==> src/rtl/serial_add_sub.sv <==
// Bit-serial adder/subtractor: one full adder/subtractor cell walks the operands
// LSB first, one bit per clock, behind valid/ready handshakes on both sides.
module serial_add_sub #(
  parameter int WIDTH = 8
) (
  input  logic             clk,
  input  logic             rst,
  input  logic             in_valid,
  output logic             in_ready,
  input  logic [WIDTH-1:0] a,
  input  logic [WIDTH-1:0] b,
  input  logic             cin,
  input  logic             mode,
  output logic             out_valid,
  input  logic             out_ready,
  output logic [WIDTH-1:0] result,
  output logic             cout_brw,
  output logic             ovf,
  output logic             busy,
  output logic [1:0]       dbg_state
);

  // Handshake: a transfer happens on a rising edge where valid and ready are both
  // high; valid may not depend on ready, and ready is registered on both ports.

  localparam int CW = (WIDTH > 2) ? $clog2(WIDTH) : 1;
  localparam logic [CW-1:0] LAST_BIT = CW'(WIDTH - 1);

  typedef enum logic [1:0] {
    IDLE = 2'd0,
    RUN  = 2'd1,
    DONE = 2'd2
  } state_e;

  state_e           state_q, state_d;
  logic [WIDTH-1:0] a_q, a_d;
  logic [WIDTH-1:0] b_q, b_d;
  logic [WIDTH-1:0] res_q, res_d;
  logic [CW-1:0]    cnt_q, cnt_d;
  logic             mode_q, mode_d;
  logic             c_q, c_d;
  logic             ovf_q, ovf_d;
  logic             in_ready_q, in_ready_d;
  logic             out_valid_q, out_valid_d;

  logic a_bit, b_bit, r_bit, c_next;

  always_comb begin
    a_bit  = a_q[cnt_q];
    b_bit  = b_q[cnt_q];
    r_bit  = a_bit ^ b_bit ^ c_q;
    c_next = mode_q ? ((~a_bit & b_bit) | (c_q & ~(a_bit ^ b_bit)))
                    : ((a_bit & b_bit)  | (c_q & (a_bit ^ b_bit)));

    state_d     = state_q;
    a_d         = a_q;
    b_d         = b_q;
    res_d       = res_q;
    cnt_d       = cnt_q;
    mode_d      = mode_q;
    c_d         = c_q;
    ovf_d       = ovf_q;
    in_ready_d  = in_ready_q;
    out_valid_d = out_valid_q;

    case (state_q)
      IDLE: begin
        if (in_ready_q && in_valid) begin
          a_d        = a;
          b_d        = b;
          mode_d     = mode;
          c_d        = cin;
          cnt_d      = '0;
          res_d      = '0;
          ovf_d      = 1'b0;
          in_ready_d = 1'b0;
          state_d    = RUN;
        end else begin
          // Ready comes up one cycle after re-entering IDLE, forcing an idle gap.
          in_ready_d = 1'b1;
        end
      end
      RUN: begin
        res_d = {r_bit, res_q[WIDTH-1:1]};
        c_d   = c_next;
        cnt_d = cnt_q + CW'(1);
        if (cnt_q == LAST_BIT) begin
          cnt_d       = '0;
          state_d     = DONE;
          out_valid_d = 1'b1;
          ovf_d       = mode_q ? ((a_bit != b_bit) && (r_bit != a_bit))
                               : ((a_bit == b_bit) && (r_bit != a_bit));
        end
      end
      DONE: begin
        if (out_ready) begin
          out_valid_d = 1'b0;
          state_d     = IDLE;
        end
      end
      default: begin
        state_d     = IDLE;
        out_valid_d = 1'b0;
        in_ready_d  = 1'b0;
      end
    endcase
  end

  always_ff @(posedge clk) begin
    if (rst) begin
      state_q     <= IDLE;
      a_q         <= '0;
      b_q         <= '0;
      res_q       <= '0;
      cnt_q       <= '0;
      mode_q      <= 1'b0;
      c_q         <= 1'b0;
      ovf_q       <= 1'b0;
      in_ready_q  <= 1'b1;
      out_valid_q <= 1'b0;
    end else begin
      state_q     <= state_d;
      a_q         <= a_d;
      b_q         <= b_d;
      res_q       <= res_d;
      cnt_q       <= cnt_d;
      mode_q      <= mode_d;
      c_q         <= c_d;
      ovf_q       <= ovf_d;
      in_ready_q  <= in_ready_d;
      out_valid_q <= out_valid_d;
    end
  end

  // Result-side outputs are masked so they read zero whenever out_valid is low.
  assign in_ready  = in_ready_q;
  assign out_valid = out_valid_q;
  assign result    = out_valid_q ? res_q : '0;
  assign cout_brw  = out_valid_q & c_q;
  assign ovf       = out_valid_q & ovf_q;
  assign busy      = (state_q != IDLE);
  assign dbg_state = state_q;

endmodule

==> config.mk <==
export PLATFORM = sky130hd
export DESIGN_NAME = serial_add_sub
export DESIGN_NICKNAME = d
export VERILOG_FILES = /design/src/rtl/serial_add_sub.sv
export SDC_FILE = /design/constraint.sdc
export NUM_CORES = 1
export LEC_CHECK = 0
export CAP_MARGIN = 40
export CORE_ASPECT_RATIO = 1.1
export CORE_MARGIN = 3
export CORE_UTILIZATION = 45
export DETAILED_ROUTE_END_ITERATION = 10
export PLACE_DENSITY = 0.73
export SLEW_MARGIN = 20
export SYNTH_ARGS = -nofsm -noshare
export SYNTH_HDL_FRONTEND = slang
export SYNTH_SLANG_ARGS = --single-unit
==> constraint.sdc <==
create_clock -name clk -period 2.8 [get_ports clk]
set_clock_uncertainty 0.2 [all_clocks]
set_input_delay 0.56 -clock clk [delete_from_list [all_inputs] [get_ports clk]]
set_output_delay 0.56 -clock clk [all_outputs]
set_load 0.1 [all_outputs]
== Word level (Yosys, flattened, before mapping) ==
Cells that the tools add are included.

* Flip-flop bits (word level): 34
* Input bits: 22
* Output and inout port bits: 15
* Word-level logic and storage cells: 72

* Add/subtract/negate cells: 1
* $lt $le $gt $ge: 1
* Equal/unequal tests: 9
* Mux-type cells: 26
* Bitwise logic cells: 13
* Reduce and logical (&&, ||, !) cells: 12

{| class="wikitable"
|+ Operators by type and width
! kind !! number
|-
| 8-bit two-way mux || 2
|-
| 8-bit case mux with 2 select lines || 1
|-
| 1-bit two-way mux || 10
|-
| 3-bit AND reduction || 3
|-
| 1-bit AND || 6
|-
| 1-bit binary-select mux with 3-bit select || 2
|-
| 2-bit two-way mux || 3
|-
| 3-bit two-way mux || 2
|-
| 2-bit inequality test (second input constant) || 3
|-
| 1-bit case mux with 2 select lines || 3
|-
| 2-bit case mux with 3 select lines || 1
|-
| 3-bit case mux with 2 select lines || 1
|-
| 3-bit by 4-bit < comparator with 1-bit output (second input constant) || 1
|-
| 2-bit AND reduction || 2
|-
| 2-bit nonzero test || 2
|-
| 3-bit by 1-bit adder with 3-bit output (second input constant) || 1
|-
| 3-bit == test (second input constant) || 1
|-
| 1-bit logical AND || 3
|-
| 1-bit NOT || 3
|-
| 1-bit case mux with 3 select lines || 1
|-
| 2-bit by 1-bit == test with 1-bit output (second input constant) || 1
|-
| 2-bit == test (second input constant) || 1
|-
| 2-bit zero test || 1
|-
| 1-bit inequality test || 2
|-
| 4 further kinds || 6
|}

== Logic depth before layout (Yosys ltp) ==
* Depth in word-level cells: 9
* Gate-level depth with buffers: 8
* Depth with buffers taken out: 7

== Least setup slack after synthesis ==
Ideal clock, no wire load.

* Path kind: flip-flop to flip-flop
* Start: register state_q[0], in the netlist dbg_state[0]
* End: register cnt_q[2]
* Setup time: 0.128 ns
* Arrival time: 2.705 ns
* Required time: 2.472 ns
* Slack: -0.233 ns
* Stages on the path, launching flop included: 8
* Buffers on the path: 1
* Period minus slack after synthesis: 3.033 ns
* Cell sequence: dfxtp_1 > inv_1 > ha_1 > inv_1 > a21oi_1 > clkbuf_1 > a22oi_1 > nor2_1

* Word-level cells in the longest chain between the ends: 3
* Elaborated cells on any way between the ends: 6
* Classes of those cells: eq/ne: 2; mux: 1; reduce/logical: 3

{| class="wikitable"
|+ RTL lines
! what !! RTL line !! RTL
|-
| start: declaration || 35 || <nowiki>state_e state_q, state_d;</nowiki>
|-
| start signal: assignment || 122 || <nowiki>state_q <= state_d;</nowiki>
|-
| 2-bit by 1-bit == test with 1-bit output / 2-bit zero test (equally long branches) || 66 || <nowiki>case (state_q)</nowiki>
|-
| 2-bit nonzero test (no line) / 2-bit inequality test (equally long branches) || - ||
|-
| 2-bit AND reduction (no line) || - ||
|-
| end signal: assignment || 126 || <nowiki>cnt_q <= cnt_d;</nowiki>
|-
| end: declaration || 39 || <nowiki>logic [CW-1:0] cnt_q, cnt_d;</nowiki>
|}

Parallel ways exist; a longest one is shown, timed or not.
A chain may end at the register's enable or synchronous reset.

== Worst setup path after layout ==
* Start: register cnt_q[0]
* End: register c_q

* Word-level cells in the longest chain between the ends: 8
* Elaborated cells on any way between the ends: 15
* Classes of those cells: mux: 6; bitwise: 9

{| class="wikitable"
|+ RTL lines
! what !! RTL line !! RTL
|-
| 1-bit binary-select mux with 3-bit select, on equally long branches || 49, 50 ||
|-
| 1-bit two-way mux, on equally long branches || 49, 50 ||
|-
| 1-bit XOR || 52, 53 ||
|-
| 1-bit NOT || 52 || <nowiki>c_next = mode_q ? ((~a_bit & b_bit) | (c_q & ~(a_bit ^ b_bit)))</nowiki>
|-
| 1-bit AND || 52 ||
|-
| 1-bit bitwise OR || 52 ||
|-
| 1-bit two-way mux (*) || 52 ||
|-
| 1-bit case mux with 2 select lines (*) || 66 ||
|-
| end signal: assignment || 117 || <nowiki>c_q <= 1'b0;</nowiki>
|-
| end signal: assignment || 128 || <nowiki>c_q <= c_d;</nowiki>
|-
| end: declaration || 41 || <nowiki>logic c_q, c_d;</nowiki>
|}

Every way passes the cells marked *; elsewhere a longest branch is shown, timed or not. The select of a mux whose other input is x is not followed.

==> impl_metrics.yaml <==
sta:
  relSlewSlack_pct: 69.2
  drv_slew: 0
  fin_crit_ns: 2.61
  rsz0062_at_grt: "false"
  worst_pin_slew_ns: 0.457
  final_hold_viol_count: 0
  setup_viol: 0
  clock.fmax_mhz: 384
  fin_crit_sh_pct: 93.1
  tns_ns: 0
yosys:
  avgSynthCellArea_sq_um: 8.97
  synth_top_area_cell: "dfxtp_1"
  yosysSeqAreaShare_pct: 42.4
  synth_fp_nets: 210
  synthCells: 179
  synthesis.area_sq_um: 1610
  synth.top_cell.area_share_pct: 42.4
  ys_types: 26
  yosysWarnings: 0
  synth_seq_cells: 34
  synthTopCellsByArea: "dfxtp_1 (42%), nand2_1 (8.2%), a21oi_1 (6.9%), mux4_1 (6.5%), ha_1 (5.5%)"
clock_tree:
  htree_levels: 2
  clock_path_buffers: 2
  clk_latency_ns: 0.33
  cts_setup_buffers: 0
  clock-root-buffer: "clkbuf_4"
  path_clk_slew_ns: 0.10
  cts_made_buffers: 5
  cts_tree: "yes"
  cts_sinks: 34
drt:
  routedWlPerCell_um: 12.0
  avgViaCountPerCell: 5.00
  vias: 1336
  drt_wl_total_um: 3210
  ant_nets: 0
  drt_iter0_drc: 63
  drc: 0
  dr.pass1.iters: 4
power_and_ir_drop:
  power_mw: 1.39
  ir_drop_mv: 0.397
  p_leak_nw: 0.832
  power_density_nw_per_um2: 679
worst_setup_path:
  slowest_delay_ns: 0.62
  cp.required_ns: 2.84
  r2r_cells: 7
  worst-path-max-fanout: 6
  crit_type: "reg2reg"
  crit_path_cell_trace: "mux4_1, mux2i_4, inv_1, fa_1, a211oi_1, a21oi_1, a211oi_1"
  cp_slowest_cell: "mux4_1"
  cp_num_buf_inv: 1
  crit_cells: 7
  cp.arrival_ns: 2.65
  reg2reg_from: "cnt_q[0]"
  critPathCaptureType: "register"
  r2r_end: "c_q"
  regToRegSetupSlack_ns: 0.19
  critPathTopFamily: "multiplexers"
  path_common_cell: "a211oi_1"
  start_kind: "register"
global_route:
  grt_max_degree: 18
  overflow: 0
  track_usage_pct: 16.2
  grt_pass1_wl_um: 5440
  antenna_found_initial: 0
  grt_pass1_vias: 1239
die:
  die_h_um: 68.6
  dieArea_sq_um: 4320
  io_pins: 37
  die_w_um: 62.9
  core_sq_um: 3390
  start_util_pct: 47.4
  row_count: 22
worst_hold_path:
  min_path_cells: 2
  min_to: "b_q[4]"
  min_path_type: "reg2reg"
  hp-start: "b_q[4]"
cells_and_area:
  syn_to_final_growth_pct: 27.8
  layout.nets: 249
  antenna_cells: 0
  drive_above_1_share_pct: 14.6
status:
  status: "complete, no violations"
placed_design:
  gp_congestion: 0.782
  placement.io_buffers: 36
  dpl.hpwl_um: 2520
flow_run:
  drv_cap: 0
[layer usage]
metal	track usage, %	routed length [um]	vias to the layer above
met1	15.9	1280	606
met5	0	0	-
met4	5.79	29	0
met3	5.51	221	4
met2	31.9	1680	42
li1	-	-	684
[what timing repair did]
action                                  CTS  global route
hold buffers                              0             0
gates resized for setup                   0             1
endpoints found under the setup margin    0             1
[cell usage in the layout, fill, tap and decap left out, types with 2 or more instances in the layout]
| cell | count |
|---|---|
| nand2_1 | 35 |
| dfxtp_1 | 31 |
| a21oi_1 | 22 |
| clkdlybuf4s50_1 | 21 |
| buf_4 | 21 |
| nor2_1 | 15 |
| and2_1 | 11 |
| a22oi_1 | 10 |
| inv_1 | 7 |
| ha_1 | 7 |
| clkbuf_4 | 5 |
| mux4_1 | 4 |
| a211oi_1 | 4 |
| nor2b_1 | 3 |
| xnor2_1 | 3 |
| dfxtp_2 | 3 |
| mux2i_1 | 2 |
| fa_1 | 2 |
[power breakdown]
group          internal [mW]  switching [mW]  total, mW
registers              0.541          0.0453      0.587
clock network          0.122           0.152      0.274
logic                  0.204           0.329      0.533
total                  0.867           0.526       1.39
[synth_stat cells (all sizes together)]
master / instances
nor3: 1
nand2b: 1
clkbuf: 9
fa: 2
nor2b: 3
dfxtp: 34
a22oi: 10
mux2i: 3
a21boi: 1
and3: 1
nand3: 1
and2: 11
o21ai: 1
a211o: 1
ha: 7
a32o: 1
buf: 1
mux4: 4
a211oi: 4
nor2: 15
nand2: 35
xnor2: 3
nor3b: 1
a21oi: 22
inv: 7
[stage by stage]
step / hold slack, ns / setup WS [ns] / std cells / cell area, sq um / utilization [%]
floorplan: 0.232 / 0.0503 / 179 / 1610 / -
global placement: 0.244 / 0.222 / 259 / 1990 / 58.8
detailed placement: 0.249 / 0.0954 / 259 / 1990 / 58.8
CTS: 0.263 / 0.0730 / 267 / 2050 / 60.6
global route: 0.271 / 0.0112 / 267 / 2050 / 60.6
finish: 0.260 / 0.194 / 267 / 2050 / 60.6
[final cells by class]
type / count / area [sq um]
clock buffers: 7 / 55.1
fillers: 311 / 1330
flip-flops and latches: 34 / 684
multi-input cells: 128 / 853
well taps: 48 / 60.1
inverters: 7 / 26.3
clock inverters: 1 / 5.00
repair buffers: 42 / 368
[tightest hold or removal path: cells and delay by family, from the launching register on]
family	cells	cell delay, ns
compound gates	1	0.05
flops	1	0.32
simple gates	1	0.05
[sequential cells by signal (all words and copies together) (netlist names)]
| signal | count |
|---|---|
| a_q | 8 |
| b_q | 8 |
| res_q | 8 |
| cnt_q | 3 |
| dbg_state | 2 |
| c_q | 1 |
| in_ready | 1 |
| mode_q | 1 |
| out_valid | 1 |
| ovf_q | 1 |
[cells by family (layout without fill, tap and decap cells)]
kind of cell / count (synthesis) / count (layout) / synth area share (%)
and+or+nand+nor: 69 / 69 / 19.0
AOI/OAI and AO/OA: 40 / 40 / 15.4
DFF: 34 / 34 / 42.4
buffers and inverters: 17 / 57 / 4.44
adders and majority gates: 9 / 9 / 7.95
muxes: 7 / 7 / 9.20
xor gates and xnor gates: 3 / 3 / 1.64
[how the worst max path moves through the flow]
stage | start | to | slack, ns
floorplan | out_valid | cout_brw | 0.05
global placement | cnt_q[0] | ovf_q | 0.22
detailed placement | cnt_q[0] | c_q | 0.1
CTS | cnt_q[0] | c_q | 0.07
global route | cnt_q[0] | c_q | 0.01
finish | cnt_q[0] | c_q | 0.19
Note: power is estimated with default switching activity, not from simulation.
